### src/rtl/cbus_rr_arbiter.sv
`timescale 1ns/1ps
`default_nettype none
//==============================================================================
// Module   : cbus_rr_arbiter (plus cbus_pkg type package)
// Purpose  : Round-robin, transaction-locked arbiter that shares one external
//            cbus master port between NUM_INPUTS requesters (port 0 = ICache,
//            port 1 = DCache at the top level). One requester owns the bus
//            from grant until the ready&&last response beat.
// Ports    : clk        - system clock
//            resetn     - synchronous active-low reset
//            ireqs[i]   - per-requester cbus request
//            iresps[i]  - per-requester cbus response (only the owner sees oresp)
//            oreq       - request forwarded to the external cbus
//            oresp      - response from the external cbus
//            busy       - high while a transaction is owned
//            grant_idx  - index of the current or most recent owner
// Revision : 1.0 - initial release
//==============================================================================

package cbus_pkg;
   typedef struct packed {
      logic        valid;
      logic        is_write;
      logic [1:0]  size;
      logic [31:0] addr;
      logic [3:0]  strobe;
      logic [31:0] data;
      logic [3:0]  len;
   } cbus_req_t;

   typedef struct packed {
      logic        ready;
      logic        last;
      logic [31:0] data;
   } cbus_resp_t;
endpackage

module cbus_rr_arbiter
   import cbus_pkg::*;
#(
   parameter int NUM_INPUTS = 2,
   parameter int IDX_W      = (NUM_INPUTS > 1) ? $clog2(NUM_INPUTS) : 1
) (
   input  logic             clk,
   input  logic             resetn,
   input  cbus_req_t        ireqs  [NUM_INPUTS],
   output cbus_resp_t       iresps [NUM_INPUTS],
   output cbus_req_t        oreq,
   input  cbus_resp_t       oresp,
   output logic             busy,
   output logic [IDX_W-1:0] grant_idx
);

   localparam logic [IDX_W-1:0] C_LAST_IDX = IDX_W'(NUM_INPUTS - 1);
   localparam int               C_VEC_W    = 1 << IDX_W;

   typedef enum logic {
      ST_IDLE = 1'b0,
      ST_BUSY = 1'b1
   } state_t;

   state_t           r_state;
   logic             r_busy;
   logic [IDX_W-1:0] r_grant_idx;
   logic [IDX_W-1:0] r_prio_ptr;

   logic [C_VEC_W-1:0] w_valid_vec;
   logic               w_found;
   logic [IDX_W-1:0]   w_sel_idx;
   logic               w_release;
   logic [IDX_W-1:0]   w_next_ptr;

   // Valid bits padded to a power of two so any IDX_W-wide index is in range.
   always_comb begin : p_valid_vec
      w_valid_vec = '0;
      for (int i = 0; i < NUM_INPUTS; i++) begin
         w_valid_vec[i] = ireqs[i].valid;
      end
   end

   // Cyclic search starting at the priority pointer. The index wraps by an
   // explicit compare against the last port so non-power-of-two counts work.
   always_comb begin : p_select
      logic [IDX_W-1:0] v_idx;
      v_idx     = r_prio_ptr;
      w_found   = 1'b0;
      w_sel_idx = r_prio_ptr;
      for (int k = 0; k < NUM_INPUTS; k++) begin
         if (!w_found && w_valid_vec[v_idx]) begin
            w_found   = 1'b1;
            w_sel_idx = v_idx;
         end
         v_idx = (v_idx == C_LAST_IDX) ? '0 : v_idx + 1'b1;
      end
   end

   assign w_release  = oresp.ready && oresp.last;
   assign w_next_ptr = (r_grant_idx == C_LAST_IDX) ? '0 : r_grant_idx + 1'b1;

   always_ff @(posedge clk) begin : p_fsm
      if (!resetn) begin
         r_state     <= ST_IDLE;
         r_busy      <= 1'b0;
         r_grant_idx <= '0;
         r_prio_ptr  <= '0;
      end else begin
         case (r_state)
            ST_IDLE: begin
               if (w_found) begin
                  r_state     <= ST_BUSY;
                  r_busy      <= 1'b1;
                  r_grant_idx <= w_sel_idx;
               end
            end
            ST_BUSY: begin
               // Ownership ends only on the final response beat; a dropped
               // valid from the owner does not free the bus.
               if (w_release) begin
                  r_state    <= ST_IDLE;
                  r_busy     <= 1'b0;
                  r_prio_ptr <= w_next_ptr;
               end
            end
            default: begin
               r_state <= ST_IDLE;
               r_busy  <= 1'b0;
            end
         endcase
      end
   end

   // Request/response routing is a combinational pass-through for the owner;
   // everything else is driven to zero.
   always_comb begin : p_route
      oreq = '0;
      for (int i = 0; i < NUM_INPUTS; i++) begin
         iresps[i] = '0;
         if (r_state == ST_BUSY && r_grant_idx == IDX_W'(i)) begin
            oreq      = ireqs[i];
            iresps[i] = oresp;
         end
      end
   end

   assign busy      = r_busy;
   assign grant_idx = r_grant_idx;

endmodule

`default_nettype wire

### config.mk
export PLATFORM = sky130hd
export DESIGN_NAME = cbus_rr_arbiter
export DESIGN_NICKNAME = d
export VERILOG_FILES = /design/src/rtl/cbus_rr_arbiter.sv
export SDC_FILE = /design/constraint.sdc
export NUM_CORES = 1
export LEC_CHECK = 0
export ABC_AREA = 1
export ABC_CLOCK_PERIOD_IN_PS = 2700
export BUFFER_PORTS_ARGS = -buffer_cell sky130_fd_sc_hd__buf_4
export CORE_AREA = 10 10 122 124
export CTS_CLUSTER_DIAMETER = 120
export DETAILED_ROUTE_END_ITERATION = 6
export DIE_AREA = 0 0 132 134
export GPL_TIMING_DRIVEN = 0
export RECOVER_POWER = 25
export SETUP_SLACK_MARGIN = 0.02
export SLEW_MARGIN = 20
export SYNTH_ARGS = -nofsm -noshare
export SYNTH_HDL_FRONTEND = slang
export SYNTH_SLANG_ARGS = --single-unit
### constraint.sdc
create_clock -name clk -period 2.7 [get_ports clk]
set_clock_uncertainty 0.2 [all_clocks]
set_input_delay 0.27 -clock clk [delete_from_list [all_inputs] [get_ports clk]]
set_output_delay 0.27 -clock clk [all_outputs]
set_load 0.005 [all_outputs]
==> results.py, run 1 <==
metrics = {
    "cts": {
        "post_cts_buffers": 0,
        "clock_sink_count": 4,
        "cts_max_level": 1,
        "clock_insertion_delay_worst_skew_ns": 0.23,
        "cts_made_buffers": 3,
        "tritoncts": "done",
        "clkSlewWorstSetupHoldPaths_ns": 0.03,
        "clock_tree.buffer_depth": 2,
        "cts-resized-gates": 0,
        "clock-root-buffer": "clkbuf_16",
        "cts_hold_buf": 0,
    },
    "global_routing": {
        "grtUsageMet3": 0.0657,
        "grt_pass1_wl_um": 20800,
        "grt_start_max_net_pins": 11,
        "grt.overflow.total": 0,
        "antenna_found_initial": 0,
        "grt.total_usage": 0.146,
        "first_global_vias": 3604,
        "met1_usage": 0.151,
        "grtUsageMet2": 0.268,
        "grt.busiest_layer": "met2",
    },
    "floorplanning": {
        "floorplan.die.width_um": 132,
        "placeableCoreArea_um2": 12500,
        "floorplan.initialDensity": 0.136,
        "std_cell_rows": 41,
        "design.portCount": 334,
        "die-height_um": 134,
        "die-area_um2": 17700,
    },
    "cells_and_area": {
        "area_growth_pct": 161,
        "post_route_cells_drive_above_1_share": 0.482,
        "design.final.nets": 910,
        "num-fill-cells": 1425,
        "antenna_cells": 0,
    },
    "sta": {
        "fin_crit_ns": 2.27,
        "finalHoldViolCount": 0,
        "setup-tns-final_ns": 0,
        "timing.max_slew.rel_slack": 0.626,
        "setup_viol": 0,
        "period_share": 0.843,
        "setup_ws_ns": 0.425,
        "achievable-frequency_mhz": 440,
        "worstMarginPinSlew_ns": 0.562,
        "grt_setup_unrepaired": "false",
        "finalMaxSlewViolations": 0,
    },
    "placement": {
        "dpl_hpwl_um": 12500,
        "port_buffers": 333,
        "post-place-ws_ns": 0.812,
        "gp_congestion": 0.826,
    },
    "power_and_ir_drop": {
        "power_per_cell_area_nw_per_um2": 226,
        "p_leak_nw": 2.79,
        "worst_ir_drop_vdd_v": 0.000130,
    },
    "synthesis": {
        "syn_area_per_cell_um2": 4.41,
        "yosys.cell_types.count": 16,
        "synth_area_um2": 1690,
        "yosysSeqAreaShare": 0.0473,
        "synth_nets": 572,
        "ys_ff_latch": 4,
        "postSynthCellCount": 384,
        "yosys_warnings": 0,
    },
    "route": {
        "drtPass1Iterations": 4,
        "route.antenna.remaining_nets": 0,
        "vias": 3529,
        "route.final.wire_length_um": 14200,
        "drc": 0,
        "post_drt_wl_per_cell_um": 15.9,
        "first_iter_violations": 138,
        "viasPerCell": 3.96,
    },
    "setup_path": {
        "cp-start-kind": "flop",
        "critical_path_s_most_frequent_cell": "nor2_1",
        "crit_path_end_kind": "output port",
        "rr_worst_depth": 5,
        "regToRegStartpoint": "r_state",
        "path_class": "reg2out",
        "rrSetupSlack_ns": 1.16,
        "critical_path_peak_fanout": 10,
        "worst_ep_required_time_ns": 2.23,
        "r2r_end": "r_prio_ptr",
        "cp.arrival_ns": 1.80,
        "cpMaxStageDelayCell": "nor2_1",
        "critical-path-max-stage-delay_ns": 0.34,
        "path_cells": "clkbuf_1, nor2_1, inv_1, buf_2, nor2_1, clkbuf_4",
    },
    "worst_hold_path": {
        "min_delay_path_depth": 3,
        "min_delay_worst_endpoint": "grant_idx",
        "worst_hold_path_type": "in2reg",
        "worstHoldStart": "resetn",
    },
    "job": {
        "max_cap_violations": 0,
    },
    "outcome": {
        "run_status": "finished, final reports clean",
    },
}
## critical path: cells and delay by family (launching register included)
| family | cells | cell delay [ns] |
|---|---|---|
| flops | 1 | 0.31 |
| buf+inv | 4 | 0.80 |
| simple gates | 2 | 0.45 |
## cell families (layout without fill, tap and decap cells)
family,Yosys count,in the layout,synth area share
compound gates,6,6,0.0192
simple gates,301,301,0.731
flops,4,4,0.0473
buf+inv,73,409,0.203
## report_power, final
group	switching, W	total [W]	internal, W
clock network	0.0000437	0.000233	0.000189
logic	0.000310	0.000699	0.000389
registers	0.00000178	0.0000657	0.0000639
## cell usage in the layout (no fill, tap or decap)
master	instances
a21oi_1	2
a31oi_1	1
buf_2	17
buf_4	309
buf_6	5
clkbuf_1	22
clkbuf_16	3
clkbuf_4	12
dfxtp_1	4
inv_1	40
inv_2	1
nand2_1	154
nand3_1	77
nand4_1	1
nor2_1	69
o21ai_0	2
o22ai_1	1
## final cells by class
class | count | area (µm²) | area share
timing repair buffer | 333 | 2450 | 0.555
multi-input combinational | 307 | 1260 | 0.285
tap | 172 | 215 | 0.0487
buffer | 32 | 183 | 0.0413
inverter | 41 | 154 | 0.0348
sequential | 4 | 80.1 | 0.0181
clock buffer | 3 | 75.1 | 0.0170
## how the worst max path moves through the flow
stage,startpoint,slack [ns],end,cells after the start
finish,grant_idx,0.43,iresps[43],6
global placement,grant_idx,0.83,oreq[29],6
global route,grant_idx,0.27,iresps[49],6
detailed placement,grant_idx,0.81,oreq[29],6
CTS,grant_idx,0.56,oreq[36],6
floorplan,grant_idx,1.26,oreq[18],5
## per-stage QoR
stage,area [µm²],std cells,hold slack (ns),utilization,total power [W]
floorplan,1690,384,0.179,-,0.000301
global placement,4410,889,0.242,0.354,0.000790
detailed placement,4410,889,0.256,0.354,0.000790
CTS,4480,892,0.0863,0.360,0.00103
global route,4420,892,0.133,0.355,0.00108
finish,4420,892,0.0881,0.355,0.000998
## sequential cells by signal, summed over array words and instances (netlist names)
register	count
r_prio_ptr	1
grant_idx	1
r_state	1
busy	1
## Yosys cell counts (all sizes together)
cell type | count | area, µm²
a21oi | 2 | 10.0
nand4 | 1 | 6.26
dfxtp | 4 | 80.1
nand2 | 154 | 578
nor2 | 69 | 267
nand3 | 77 | 385
buf | 26 | 166
clkbuf | 6 | 22.5
inv | 41 | 154
o21ai | 2 | 10.0
a31oi | 1 | 6.26
o22ai | 1 | 6.26
## per-layer routing
metal  up-vias  share of wire
li1       1839              -
met1      1480           0.37
met2       203           0.51
met3         7           0.11
met4         0         0.0072
met5         -              0
Power figures use the tool's default switching activity.
==> run 2, diff against run 1 <==
Settings changed: ABC_CLOCK_PERIOD_IN_PS 2700 to 2200, CORE_AREA 10 10 122 124 to 10 10 120 122, DIE_AREA 0 0 132 134 to 0 0 130 132.
Clock period 2.7 ns to 2.2 ns, I/O delays scaled along.
==> run 2 against run 1 <==
  * Routed wire length up 0.56%
  * Die area shrank 3.0%
  * Sequential share of layout area about the same
==> results.py, run 2 (synthesized netlist as in run 1, its figures left out) <==
metrics = {
    "outcome": {
        "run_status": "finished, final reports clean",
    },
    "cts": {
        "cts_max_level": 1,
        "clock_insertion_delay_worst_skew_ns": 0.22,
        "clock_tree.buffer_depth": 2,
        "tritoncts": "done",
        "cts_made_buffers": 3,
        "clkSlewWorstSetupHoldPaths_ns": 0.03,
        "post_cts_buffers": 0,
        "cts-resized-gates": 0,
        "cts_hold_buf": 0,
        "clock-root-buffer": "clkbuf_16",
        "clock_sink_count": 4,
    },
    "setup_path": {
        "critical_path.top_delay_family": "buffers and inverters",
        "cpMaxStageDelayCell": "dfxtp_1",
        "critical-path-max-stage-delay_ns": 0.30,
        "worstPathBufferInverterCount": 5,
        "crit_path_end_kind": "output port",
        "worst_ep_required_time_ns": 1.78,
        "cp.arrival_ns": 1.65,
        "critical_path_peak_fanout": 10,
        "path_class": "reg2out",
        "cp-start-kind": "flop",
        "path_cells": "buf_4, inv_1, nor2_4, inv_2, buf_2, nor2_1, buf_4",
        "critical_path_s_most_frequent_cell": "buf_4",
    },
    "sta": {
        "grt_setup_unrepaired": "false",
        "achievable-frequency_mhz": 483,
        "finalHoldViolCount": 0,
        "timing.max_slew.rel_slack": 0.672,
        "fin_crit_ns": 2.07,
        "setup_viol": 0,
        "finalMaxSlewViolations": 0,
        "worstMarginPinSlew_ns": 0.492,
        "period_share": 0.941,
        "setup-tns-final_ns": 0,
    },
    "power_and_ir_drop": {
        "p_leak_nw": 2.81,
        "worst_ir_drop_vdd_v": 0.000169,
        "power_per_cell_area_nw_per_um2": 279,
    },
    "route": {
        "viasPerCell": 4.14,
        "route.antenna.remaining_nets": 0,
        "vias": 3587,
        "drtPass1Iterations": 4,
        "post_drt_wl_per_cell_um": 16.5,
        "first_iter_violations": 105,
        "route.final.wire_length_um": 14300,
        "drc": 0,
    },
    "cells_and_area": {
        "final_core_utilization": 0.371,
        "area_growth_pct": 161,
        "antenna_cells": 0,
        "num-fill-cells": 1338,
        "mostFrequentLayoutCell": "buf_4",
        "design.final.nets": 910,
        "post_route_cells_drive_above_1_share": 0.490,
        "final_cell_mix": "buf_4 (310), nand2_1 (154), nand3_1 (77)",
    },
    "global_routing": {
        "grt.total_usage": 0.150,
        "grt_start_max_net_pins": 11,
        "grt.busiest_layer": "met2",
        "grtUsageMet3": 0.0772,
        "first_global_vias": 3685,
        "antenna_found_initial": 0,
        "grt_pass1_wl_um": 20600,
        "met1_usage": 0.144,
        "grt.overflow.total": 0,
        "grtUsageMet2": 0.284,
    },
    "worst_hold_path": {
        "worst_hold_path_type": "in2reg",
    },
    "floorplanning": {
        "design.portCount": 334,
        "die-height_um": 132,
        "placeableCoreArea_um2": 11900,
        "die-area_um2": 17200,
        "floorplan.die.width_um": 130,
        "floorplan.initialDensity": 0.142,
        "std_cell_rows": 40,
    },
    "placement": {
        "dpl_hpwl_um": 12600,
        "port_buffers": 333,
        "gp_congestion": 0.790,
    },
    "job": {
        "max_cap_violations": 0,
    },
}
## run 2: layer usage
| metal | vias up | share of wire |
|---|---|---|
| met4 | 0 | 0.0046 |
| met2 | 205 | 0.50 |
| li1 | 1843 | - |
| met5 | - | 0 |
| met3 | 4 | 0.14 |
| met1 | 1535 | 0.35 |
## run 2: path summary, 6_finish.rpt
check / slack, ns / cells past startpoint / startpoint / endpoint
worst max register to register: 0.84 / 6 / r_state / r_prio_ptr
worst min register to register: 0.27 / 2 / busy / busy
worst max-delay path: 0.13 / 7 / r_state / iresps[56]
worst min-delay path: 0.04 / 3 / resetn / grant_idx
## run 2: through the flow
step | worst slack [ns] | cells | hold slack, ns | power (W) | instance area (µm²)
after floorplan | 0.813 | 384 | 0.129 | 0.000369 | 1690
final | 0.130 | 867 | 0.0375 | 0.00123 | 4410
after global placement | 0.409 | 864 | 0.242 | 0.000973 | 4380
after global routing | 0.0403 | 867 | 0.0523 | 0.00133 | 4410
after CTS | 0.170 | 867 | 0.0341 | 0.00126 | 4450
after detailed placement | 0.412 | 864 | 0.260 | 0.000973 | 4380
## run 2: final cells by class
cell class	count	area [µm²]	share of cell area
buffer	32	186	0.0422
inverter	41	154	0.0349
clock buffer	3	75.1	0.0170
multi-input combinational	307	1270	0.287
tap	147	184	0.0417
sequential	4	80.1	0.0181
timing repair buffer	333	2470	0.559
## run 2: worst register-to-register path, stage by stage, from the launching register on
cell and delay [ns]:
dfxtp_1 0.30, buf_4 0.15, inv_1 0.10, nor2_4 0.18, buf_6 0.21, nand4_1 0.09, o21ai_0 0.07
## run 2: power by group
group	switching (W)	total, W	leakage [nW]	internal [W]
Clock	0.0000492	0.000281	0.0370	0.000232
Sequential	0.00000229	0.0000807	0.0331	0.0000784
Combinational	0.000384	0.000870	2.74	0.000486
Total	0.000435	0.00123	2.81	0.000796
==> run 3, diff against run 2 <==
--- a/config.mk
+++ b/config.mk
@@ -10,2 +10,3 @@
 export BUFFER_PORTS_ARGS = -buffer_cell sky130_fd_sc_hd__buf_4
+export CAP_MARGIN = 20
 export CORE_AREA = 10 10 120 122
==> constraint.sdc (replaced) <==
create_clock -name clk -period 2.2 [get_ports clk]
set_clock_uncertainty 0.2 [all_clocks]
set_input_delay 0.11 -clock clk [delete_from_list [all_inputs] [get_ports clk]]
set_output_delay 0.11 -clock clk [all_outputs]
set_load 0.005 [all_outputs]
==> run 3 against run 2 <==
  * Flip-flop and latch count is the same
  * Critical path type unchanged
  * Setup slack better by 0.10 ns
  * Critical endpoint unchanged
  * Global-route usage grew 0.065 points
  * Total power rose by 0.58%
  * Highest routed layer unchanged
  * First-iteration DRC count rose by 2.9%
  * Combinational power is 0.7% higher
  * Count of clock-buffer cells in the layout unchanged
  * Largest power group unchanged
==> results.py, run 3 (synthesized netlist as in run 1, its figures left out) <==
metrics = {
    "power_and_ir_drop": {
        "power.switching_w": 0.000438,
        "finalPower_w": 0.00124,
        "sequentialPowerShare": 0.065,
        "share_comb_of_total_power": 0.707,
        "swShare": 0.353,
        "internal_power_w": 0.000801,
        "p_leak_nw": 2.83,
        "power_per_cell_area_nw_per_um2": 277,
        "worst_ir_drop_vdd_v": 0.000169,
        "clock_power_share": 0.228,
    },
    "setup_path": {
        "worst_ep_required_time_ns": 1.89,
        "cp-start-kind": "flop",
        "critical_path_peak_fanout": 10,
        "cp.arrival_ns": 1.66,
        "rrSetupSlack_ns": 0.32,
        "crit_path_end_kind": "output port",
        "path_class": "reg2out",
    },
    "placement": {
        "gp_congestion": 0.790,
        "port_buffers": 333,
        "placed_cells_incl_taps": 864,
        "placed_area_um2": 4380,
        "dpl_hpwl_um": 12600,
    },
    "floorplanning": {
        "floorplan.die.width_um": 130,
        "floorplan.initialDensity": 0.142,
        "design.portCount": 334,
        "die-area_um2": 17200,
        "die-height_um": 132,
        "placeableCoreArea_um2": 11900,
        "std_cell_rows": 40,
    },
    "cts": {
        "clock_tree.buffer_depth": 2,
        "clock_sink_count": 4,
        "clkSlewWorstSetupHoldPaths_ns": 0.03,
        "cts_made_buffers": 3,
        "clock-root-buffer": "clkbuf_16",
        "tritoncts": "done",
        "cts_max_level": 1,
        "post_cts_buffers": 0,
        "clock_insertion_delay_worst_skew_ns": 0.22,
    },
    "cells_and_area": {
        "final_core_utilization": 0.375,
        "num-fill-cells": 1337,
        "antenna_cells": 0,
        "mostFrequentLayoutCell": "buf_4",
        "instances_no_fill": 873,
        "design.final.nets": 916,
        "final_cell_mix": "buf_4 (309), nand2_1 (154), nand3_1 (77)",
        "post_route_cells_drive_above_1_share": 0.481,
        "postLayoutCellArea_um2": 4460,
        "area_growth_pct": 164,
    },
    "sta": {
        "grt_setup_unrepaired": "false",
        "worstMarginPinSlew_ns": 0.505,
        "setup-tns-final_ns": 0,
        "finalMaxSlewViolations": 0,
        "period_share": 0.894,
        "timing.max_slew.rel_slack": 0.663,
        "finalHoldViolCount": 0,
        "setup_viol": 0,
        "fin_crit_ns": 1.97,
        "achievable-frequency_mhz": 508,
    },
    "route": {
        "route.final.wire_length_um": 14300,
        "route.antenna.remaining_nets": 0,
        "first_iter_violations": 108,
        "drtPass1Iterations": 4,
        "viasPerCell": 4.13,
        "vias": 3603,
        "drc": 0,
        "post_drt_wl_per_cell_um": 16.4,
    },
    "global_routing": {
        "grt.overflow.total": 0,
        "grt_start_max_net_pins": 11,
        "grt.total_usage": 0.151,
        "first_global_vias": 3717,
        "antenna_found_initial": 0,
        "grt_pass1_wl_um": 20700,
    },
    "worst_hold_path": {
        "worst_hold_path_type": "in2reg",
    },
    "outcome": {
        "run_status": "finished, final reports clean",
    },
    "job": {
        "max_cap_violations": 0,
    },
}
run 3: cell type report:
type | count | area, µm² | area share
inverter | 41 | 154 | 0.0345
clock buffer | 3 | 75.1 | 0.0168
buffer | 32 | 184 | 0.0412
tap | 147 | 184 | 0.0412
multi-input combinational | 307 | 1270 | 0.284
timing repair buffer | 339 | 2520 | 0.564
sequential | 4 | 80.1 | 0.0179
run 3: worst paths after layout:
kind / startpoint / to / cells past startpoint
setup reg to reg: r_state / r_prio_ptr / 7
setup / recovery: r_state / iresps[56] / 7
hold reg to reg: busy / busy / 2
hold / removal: oresp[32] / busy / 4
run 3: per-layer routing:
layer / track usage / up-vias / routed length [µm]
li1: - / 1855 / -
met1: 0.144 / 1539 / 5020
met2: 0.285 / 205 / 7230
met3: 0.0788 / 4 / 2000
met4: 0.0175 / 0 / 71
met5: 0 / - / 0
run 3: power groups by stage:
stage	Sequential (W)	Clock, W	Combinational, W
after floorplan	0.0000814	0	0.000287
after global placement	0.0000811	0	0.000892
after detailed placement	0.0000816	0	0.000891
after CTS	0.0000809	0.000286	0.000904
after global routing	0.0000813	0.000290	0.000967
final	0.0000807	0.000282	0.000876
run 3: timing repair:
action	in CTS	in global routing
hold endpoints to repair	3	0
hold buffers	6	0
resized for setup	0	0
setup endpoints to repair	0	0
run 3: worst max-delay path, cell delays in order, from the launching register on:
cell,delay [ns]
dfxtp_1,0.30
buf_4,0.15
inv_2,0.07
nor2_4,0.16
inv_1,0.19
buf_2,0.24
nor2_1,0.18
buf_4,0.15
run 3: stage by stage:
step / setup slack, ns / hold slack (ns)
detailed placement: 0.522 / 0.155
floorplan: 0.923 / 0.0192
finish: 0.233 / 0.0489
global route: 0.112 / 0.0956
global placement: 0.519 / 0.158
CTS: 0.274 / 0.0531
